==> config.mk <==
export PLATFORM = sky130hd
export DESIGN_NAME = rx_cmd_ctrl
export DESIGN_NICKNAME = d
export VERILOG_FILES = /design/src/rtl/rx_cmd_ctrl.sv
export SDC_FILE = /design/constraint.sdc
export NUM_CORES = 1
export LEC_CHECK = 0
export ABC_CLOCK_PERIOD_IN_PS = 2200
export CORE_MARGIN = 2
export CORE_UTILIZATION = 48
export DETAILED_ROUTE_END_ITERATION = 10
export PLACE_DENSITY = 0.79
export SLEW_MARGIN = 20
export SYNTH_ARGS = -nofsm -noshare
export SYNTH_HDL_FRONTEND = slang
export SYNTH_SLANG_ARGS = --single-unit
==> constraint.sdc <==
create_clock -name CLK -period 2.2 [get_ports CLK]
set_input_delay 0.22 -clock CLK [delete_from_list [all_inputs] [get_ports CLK]]
set_output_delay 0.22 -clock CLK [all_outputs]
set_load 0.005 [all_outputs]
==> src/rtl/rx_cmd_ctrl.sv <==
// rtl/rx_cmd_ctrl.sv - receive-side command sequencer: byte frames to regfile/ALU control and TX bytes
// Optional inter-byte timeout enabled by defining CMD_TIMEOUT_EN.
module rx_cmd_ctrl #(
  parameter int DATA_WIDTH  = 8,
  parameter int ADDR_WIDTH  = 4,
  parameter int ALU_W       = 16,
  parameter int TIMEOUT_CYC = 1024
) (
  input  logic                  CLK,
  input  logic                  RST,
  input  logic [DATA_WIDTH-1:0] RX_P_DATA,
  input  logic                  RX_D_VLD,
  input  logic [DATA_WIDTH-1:0] RdData,
  input  logic                  RdData_Vld,
  input  logic [ALU_W-1:0]      ALU_OUT,
  input  logic                  ALU_OUT_VLD,
  input  logic                  FIFO_FULL,
  output logic                  WrEn,
  output logic                  RdEn,
  output logic [ADDR_WIDTH-1:0] Address,
  output logic [DATA_WIDTH-1:0] WrData,
  output logic                  ALU_EN,
  output logic [3:0]            ALU_FUN,
  output logic                  CLK_EN,
  output logic [DATA_WIDTH-1:0] TX_P_DATA,
  output logic                  TX_D_VLD,
  output logic                  CMD_ERR
);

  localparam logic [DATA_WIDTH-1:0] OP_WR     = DATA_WIDTH'(8'hAA);
  localparam logic [DATA_WIDTH-1:0] OP_RD     = DATA_WIDTH'(8'hBB);
  localparam logic [DATA_WIDTH-1:0] OP_ALU_OP = DATA_WIDTH'(8'hCC);
  localparam logic [DATA_WIDTH-1:0] OP_ALU    = DATA_WIDTH'(8'hDD);

  typedef enum logic [3:0] {
    S_IDLE, S_WR_ADDR, S_WR_DATA, S_RD_ADDR, S_RD_WAIT, S_ALU_A,
    S_ALU_B, S_ALU_FUN, S_ALU_WAIT, S_TX_BYTE0, S_TX_BYTE1
  } state_t;

  state_t                state_q, state_d;
  logic [ADDR_WIDTH-1:0] addr_q, addr_d;
  logic [ALU_W-1:0]      rslt_q, rslt_d;
  logic                  single_q, single_d;

  logic                  wr_en_d, rd_en_d, alu_en_d, clk_en_d, tx_vld_d;
  logic [ADDR_WIDTH-1:0] address_d;
  logic [DATA_WIDTH-1:0] wr_data_d, tx_data_d;
  logic [3:0]            alu_fun_d;
  logic                  timeout;

`ifdef CMD_TIMEOUT_EN
  localparam int CW = $clog2(TIMEOUT_CYC) + 1;
  logic [CW-1:0] cnt_q, cnt_d;
  logic          timed;
  logic          err_q;

  // Only the byte-collecting states are timed; waits on regfile/ALU/FIFO are not.
  always_comb begin
    timed   = state_q inside {S_WR_ADDR, S_WR_DATA, S_RD_ADDR, S_ALU_A, S_ALU_B, S_ALU_FUN};
    timeout = timed && !RX_D_VLD && (cnt_q == CW'(TIMEOUT_CYC - 1));
    cnt_d   = '0;
    if (timed && !RX_D_VLD && !timeout) cnt_d = cnt_q + CW'(1);
  end

  always_ff @(posedge CLK or negedge RST) begin
    if (!RST) begin
      cnt_q <= '0;
      err_q <= 1'b0;
    end else begin
      cnt_q <= cnt_d;
      err_q <= timeout;
    end
  end

  assign CMD_ERR = err_q;
`else
  assign timeout = 1'b0;
  assign CMD_ERR = 1'b0;
`endif

  always_comb begin
    state_d   = state_q;
    addr_d    = addr_q;
    rslt_d    = rslt_q;
    single_d  = single_q;
    wr_en_d   = 1'b0;
    rd_en_d   = 1'b0;
    tx_vld_d  = 1'b0;
    address_d = Address;
    wr_data_d = WrData;
    alu_fun_d = ALU_FUN;
    alu_en_d  = ALU_EN;
    clk_en_d  = CLK_EN;
    tx_data_d = TX_P_DATA;

    unique case (state_q)
      S_IDLE: if (RX_D_VLD) begin
        case (RX_P_DATA)
          OP_WR:     state_d = S_WR_ADDR;
          OP_RD:     state_d = S_RD_ADDR;
          OP_ALU_OP: state_d = S_ALU_A;
          OP_ALU:    state_d = S_ALU_FUN;
          default:   state_d = S_IDLE;
        endcase
      end
      S_WR_ADDR: if (RX_D_VLD) begin
        addr_d  = RX_P_DATA[ADDR_WIDTH-1:0];
        state_d = S_WR_DATA;
      end
      S_WR_DATA: if (RX_D_VLD) begin
        wr_en_d   = 1'b1;
        address_d = addr_q;
        wr_data_d = RX_P_DATA;
        state_d   = S_IDLE;
      end
      S_RD_ADDR: if (RX_D_VLD) begin
        rd_en_d   = 1'b1;
        address_d = RX_P_DATA[ADDR_WIDTH-1:0];
        state_d   = S_RD_WAIT;
      end
      S_RD_WAIT: if (RdData_Vld) begin
        rslt_d   = ALU_W'(RdData);
        single_d = 1'b1;
        state_d  = S_TX_BYTE0;
      end
      S_ALU_A: if (RX_D_VLD) begin
        wr_en_d   = 1'b1;
        address_d = ADDR_WIDTH'(0);
        wr_data_d = RX_P_DATA;
        state_d   = S_ALU_B;
      end
      S_ALU_B: if (RX_D_VLD) begin
        wr_en_d   = 1'b1;
        address_d = ADDR_WIDTH'(1);
        wr_data_d = RX_P_DATA;
        state_d   = S_ALU_FUN;
      end
      S_ALU_FUN: if (RX_D_VLD) begin
        alu_fun_d = RX_P_DATA[3:0];
        alu_en_d  = 1'b1;
        clk_en_d  = 1'b1;
        state_d   = S_ALU_WAIT;
      end
      S_ALU_WAIT: if (ALU_OUT_VLD) begin
        rslt_d   = ALU_OUT;
        single_d = 1'b0;
        alu_en_d = 1'b0;
        clk_en_d = 1'b0;
        state_d  = S_TX_BYTE0;
      end
      // TX strobes only go out while the FIFO has room; otherwise hold position.
      S_TX_BYTE0: if (!FIFO_FULL) begin
        tx_vld_d  = 1'b1;
        tx_data_d = rslt_q[DATA_WIDTH-1:0];
        state_d   = single_q ? S_IDLE : S_TX_BYTE1;
      end
      S_TX_BYTE1: if (!FIFO_FULL) begin
        tx_vld_d  = 1'b1;
        tx_data_d = rslt_q[ALU_W-1:DATA_WIDTH];
        state_d   = S_IDLE;
      end
      default: state_d = S_IDLE;
    endcase

    if (timeout) state_d = S_IDLE;
  end

  always_ff @(posedge CLK or negedge RST) begin
    if (!RST) begin
      state_q   <= S_IDLE;
      addr_q    <= '0;
      rslt_q    <= '0;
      single_q  <= 1'b0;
      WrEn      <= 1'b0;
      RdEn      <= 1'b0;
      Address   <= '0;
      WrData    <= '0;
      ALU_EN    <= 1'b0;
      ALU_FUN   <= '0;
      CLK_EN    <= 1'b0;
      TX_P_DATA <= '0;
      TX_D_VLD  <= 1'b0;
    end else begin
      state_q   <= state_d;
      addr_q    <= addr_d;
      rslt_q    <= rslt_d;
      single_q  <= single_d;
      WrEn      <= wr_en_d;
      RdEn      <= rd_en_d;
      Address   <= address_d;
      WrData    <= wr_data_d;
      ALU_EN    <= alu_en_d;
      ALU_FUN   <= alu_fun_d;
      CLK_EN    <= clk_en_d;
      TX_P_DATA <= tx_data_d;
      TX_D_VLD  <= tx_vld_d;
    end
  end

endmodule
Yosys cells after proc, flatten, opt, wreduce, memory -nomap -nowiden:

Cells that the tools add are included.

* flip-flop bits (word level): 53
* bits of input ports: 38
* output and inout port bits: 30

* mux-type cells: 34
* reductions and logical operators: 15
* equality and inequality tests: 25

Operator list (number)
* two-way mux 4 bit: 15
* case mux 4 bit (11 select lines): 1
* equality test 8 bit (second input constant): 4
* two-way mux 16 bit: 2
* case mux 16 bit (2 select lines): 1
* != test 2 bit (second input constant): 11
* equality test 4 x 3 -> 1 bit (second input constant): 4
* two-way mux 8 bit: 2
* case mux 4 bit (4 select lines): 1
* case mux 8 bit (2 select lines): 1
* equality test 4 bit (second input constant): 3
* case mux 3 bit (4 select lines): 1
* AND reduction 11 bit: 1
* AND reduction 3 bit: 3
* equality test 4 x 2 -> 1 bit (second input constant): 2
* two-way mux 1 bit: 8
* AND reduction 2 bit: 3
* nonzero test 2 bit: 3
* AND reduction 5 bit: 1
* equality test 4 x 1 -> 1 bit (second input constant): 1
* zero test 4 bit: 1
* case mux 1 bit (2 select lines): 2
* nonzero test 4 bit: 1
* OR reduction 3 bit: 1
* OR reduction 2 bit: 1

Logic depth before layout (Yosys ltp):

* depth after elaboration: 4
* gate-level depth with buffers: 8
* gate-level depth less buffers: 5

Worst setup path before layout:

Ideal clock, no wire load.

* path kind: register to register
* from: reg state_q[0]
* to: reg WrData[0]
* data arrival time: 1.470 ns
* path buffers: 2
* setup slack: 0.605 ns
* period minus slack after synthesis: 1.595 ns
* cell stages (with the launch flop): 8
* setup time: 0.125 ns
* path through: dfrtp_1 > buf_4 > inv_1 > nor2_1 > a21oi_1 > nor3b_1 > buf_4 > mux2_2

* cells in the longest elaborated chain, start to end: 3
* elaborated cells between the ends (all ways): 5
* classes of those cells: eq/ne (3); reduce/logical (2)

RTL lines
* from (decl): RTL line 40 `state_t state_q, state_d;`
* from (signal assigned): RTL line 184 `state_q <= state_d;`
* equality test 4 x 3 -> 1 bit or equality test 4 x 2 -> 1 bit (tied branches): RTL line 96 `unique case (state_q)`
* OR reduction 3 bit (no source line) *
* AND reduction 2 bit (no source line) *
* to (signal assigned): RTL line 191 `WrData <= wr_data_d;`
* to (decl): RTL line 21 `output logic [DATA_WIDTH-1:0] WrData,`

Mark *: on every way between the ends. The rest lies on a longest branch, timed or not.
A chain may end at the register's enable or synchronous reset.

Final worst setup path:

* from: reg state_q[2]
* to: reg ALU_FUN[2]

* cells in the longest elaborated chain, start to end: 2

RTL lines
* equality test 4 x 3 -> 1 bit: RTL line 96
* AND reduction 2 bit (no source line)
* to (signal assigned): RTL line 193 `ALU_FUN <= alu_fun_d;`
* to (decl): RTL line 23 `output logic [3:0] ALU_FUN,`

No other way between the ends.

==> summary.txt <==
Floorplan
  – Die Span X: 77.35 um
  – Vert. Die Dim: 77.35 um
  – Die area: 0.005983 mm2
  – Core area: 0.005140 mm2
  – I/O pin count: 68
  – Initial cell density of the core: 50.24%
  – Row Count: 26

GRT
  – Vias in the first global route: 2,086
  – Initial antenna violation count: 0
  – Largest net degree at the start of global routing: 30
  – First-pass GRT wire length: 10.58 mm
  – Gr ovfl total: 0
  – Total track usage: 22.23%

Routing
  – Via/cell ratio: 5.707
  – Via count: 2,140
  – Routed wire length: 6.063 mm
  – Average wire length per cell after detail routing: 16.17 um
  – Violation count after the first detailed-route iteration: 222
  – Number of antenna-violating nets in the routed design: 0
  – DRC Markers: 0
  – Detailed-routing iteration count for the pre-antenna-repair pass: 5

Worst setup path
  – WP data arrival: 2.09 ns
  – Critical register-to-register path endpoint: ALU_FUN[2]$_DFFE_PN0P_
  – R2r worst-path depth: 3
  – Ordered cell list for the critical path: nor2b_1 > nand4_1 > mux2_2
  – CP Data Required Time: 2.38 ns
  – Kind of capture point of the worst setup path: flop
  – Slowest stage delay, CP: 0.59 ns
  – Top Family by Delay on Critical Path: simple AND/OR/NAND/NOR gates
  – Largest fanout on the critical path: 12
  – Crit path buffers/inverters: 0
  – Highest-delay cell along the critical path: sky130_fd_sc_hd__dfrtp_1
  – Setup slack of the worst register-to-register path: 0.29 ns
  – Type of the worst setup path: reg2reg
  – CP startpoint kind: flop
  – Reg-to-Reg Start: state_q[2]$_DFFE_PN0P_

STA
  – Worst-case clock skew: 0.009295 ns
  – RSZ-0062 raised after global routing: no
  – Tightest slew margin relative to the limit: 59.70%
  – Slew Viols, Final: 0
  – Final number of setup-violating endpoints: 0
  – Final worst-path cycle share: 86.62%
  – Count of final hold-check violations: 0
  – Final total negative setup slack: 0 ns
  – Max Fclk: 524.7 MHz
  – Setup slack of the critical path after layout: 0.2943 ns
  – Worst-margin pin slew: 0.6045 ns
  – Hold_ws: 0.4627 ns
  – Min Tclk post-route: 1.906 ns

Clock tree
  – Number of buffers on the longest clock path: 2
  – Clock transition at the register clock pins on the worst setup and hold paths after CTS: 0.09 ns
  – Clock root buffer: sky130_fd_sc_hd__clkbuf_8
  – Post-CTS Resized: 0
  – Number of clock buffers inserted by TritonCTS: 5
  – Sink count of the clock tree: 53
  – H-tree depth: 2
  – Post-CTS setup repair buffer count: 0
  – TritonCTS clock tree: yes
  – Clock network latency to the later pin of the worst-skew pair: 0.30 ns
  – Number of hold buffers added after CTS: 1

Yosys
  – Total of flip-flops plus latches after synthesis: 53
  – Synthesis warning total: 0
  – Count of distinct cell types in the synthesized netlist: 45
  – Cell area after synthesis: 0.002582 mm2
  – Synth Flop Type: sky130_fd_sc_hd__dfrtp_1
  – Syn Inst Count: 234
  – Fraction of the yosys area taken by sequential cells: 51.36%
  – Net count after synthesis: 272
  – Average footprint of a synthesized cell: 11.04 um2
  – Fraction of registers with async set/reset: 100.0%
  – EDFF count, synth: 0

Layout
  – Number of filler instances in the final layout: 414
  – Ratio of cells with drive above 1 in the final layout: 14.10%
  – Final design instance area without fill: 0.003422 mm2
  – Final net count: 343
  – Area overhead of the layout relative to synthesis: 32.51%
  – Count of inserted antenna diode cells: 0
  – Storage element area: 0.001326 mm2
  – Most common cell after layout, fill and taps aside: sky130_fd_sc_hd__clkdlybuf4s50_1
  – Commonest cells after routing, fill and taps aside: 65 x sky130_fd_sc_hd__clkdlybuf4s50_1, 53 x sky130_fd_sc_hd__dfrtp_1, 27 x sky130_fd_sc_hd__o21ai_0, 24 x sky130_fd_sc_hd__nand2_1
  – Multi-input gate area in the final layout: 0.001124 mm2

Power and ir drop
  – Internal power: 2.671 mW
  – Part of the power in registers: 40.2%
  – Maximum resistive drop on vdd: 539.4 uV
  – Leakage power summed over all cells: 1.455 nW
  – Net Sw Frac: 35.53%
  – Overall power of the completed layout: 4.143 mW
  – Net switching power: 1.472 mW
  – Share of total power in the clock network: 13.1%
  – Power density of the placed cells: 1211 mW/mm2
  – Combinational fraction of design power: 46.7%

Status
  – Run status: completed

Place
  – Worst Setup Slack post-DPL: 0.2672 ns
  – Post-Place Cell Area: 0.003326 mm2
  – Number of buffer cells added on primary ports: 66
  – Placer Congestion: 0.9205
  – HPWL Detailed: 4.324 mm

Run
  – Maximum capacitance violations: 0

Hold path
  – Hold WC Path Type: in2async
worst max-delay path by stage:
stage / from / slack, ns / endpoint / cells after the start
after global routing: state_q[3]$_DFFE_PN0P_ / 0.19 / TX_P_DATA[2]$_DFFE_PN0P_ / 4
final: state_q[2]$_DFFE_PN0P_ / 0.29 / ALU_FUN[2]$_DFFE_PN0P_ / 3
after floorplan: state_q[0]$_DFFE_PN0P_ / 0.61 / WrData[0]$_DFFE_PN0P_ / 7
after global placement: RX_P_DATA[1] / 0.30 / state_q[0]$_DFFE_PN0P_ / 6
after CTS: state_q[2]$_DFFE_PN0P_ / 0.34 / state_q[2]$_DFFE_PN0P_ / 5
after detailed placement: RX_P_DATA[1] / 0.27 / state_q[0]$_DFFE_PN0P_ / 6
worst reg2reg max path, stage by stage (launching register included):
cell and delay [ns]:
sky130_fd_sc_hd__dfrtp_1 0.59, sky130_fd_sc_hd__nor2b_1 0.41, sky130_fd_sc_hd__nand4_1 0.40, sky130_fd_sc_hd__mux2_2 0.40
registers in the layout, summed over array words and instances (netlist names), 4 cells and up:
signal / count
ALU_FUN: 4
Address: 4
TX_P_DATA: 8
WrData: 8
addr_q: 4
rslt_q: 16
state_q: 4
cell usage after synthesis (3+ instances only):
cell type	instances	area, um2
sky130_fd_sc_hd__a21o_1	4	30.03
sky130_fd_sc_hd__mux2i_1	16	160.2
sky130_fd_sc_hd__buf_2	3	15.01
sky130_fd_sc_hd__o21ai_0	27	135.1
sky130_fd_sc_hd__clkbuf_1	5	18.77
sky130_fd_sc_hd__nor2_1	9	33.78
sky130_fd_sc_hd__nand3_1	3	15.01
sky130_fd_sc_hd__a22o_1	8	70.07
sky130_fd_sc_hd__inv_1	8	30.03
sky130_fd_sc_hd__dfrtp_1	53	1326
sky130_fd_sc_hd__mux2_2	16	180.2
sky130_fd_sc_hd__a21oi_1	9	45.04
sky130_fd_sc_hd__a31oi_1	3	18.77
sky130_fd_sc_hd__nand2_1	24	90.09
sky130_fd_sc_hd__buf_4	5	37.54
metal layers:
| metal | GRT usage (%) | vias to the layer above | wire length [um] |
|---|---|---|---|
| met5 | 0 | - | 0 |
| met4 | 6.964 | 0 | 142 |
| met3 | 3.372 | 19 | 348 |
| met2 | 35.74 | 102 | 2887 |
| met1 | 31.18 | 1035 | 2686 |
| li1 | - | 984 | - |
layout make-up:
cell class,count,area share (%)
Clock buffer,7,2.523
Timing Repair Buffer,79,22.45
Multi-Input combinational cell,158,32.83
Inverter,8,0.8775
Tap cell,70,2.559
Sequential cell,53,38.76
through the flow:
step | cells | util, %
3_3_place_gp | 367 | 64.70
2_1_floorplan | 234 | -
3_5_place_dp | 367 | 64.70
4_1_cts | 375 | 66.58
5_1_grt | 375 | 66.58
6_report | 375 | 66.58
power by group through the flow:
stage | Sequential, mW | Clock, mW | Combinational (mW)
final | 1.67 | 0.543 | 1.94
after global routing | 1.73 | 0.586 | 2.12
after CTS | 1.66 | 0.550 | 1.94
after detailed placement | 1.68 | 0 | 1.92
after global placement | 1.66 | 0 | 1.88
after floorplan | 1.60 | 0 | 1.20
kinds of logic (layout without fill, tap and decap cells):
| family | after synthesis | in the layout | synth area share, % |
|---|---|---|---|
| XOR/XNOR | 3 | 3 | 1.018 |
| AO/OA/AOI/OAI | 66 | 66 | 17.20 |
| buffers and inverters | 23 | 94 | 5.136 |
| multiplexers | 32 | 32 | 13.18 |
| AND/OR/NAND/NOR | 56 | 56 | 11.97 |
| flip-flops | 53 | 53 | 51.36 |
| other | 1 | 1 | 0.1452 |
Note: power is estimated with default switching activity, not from simulation.
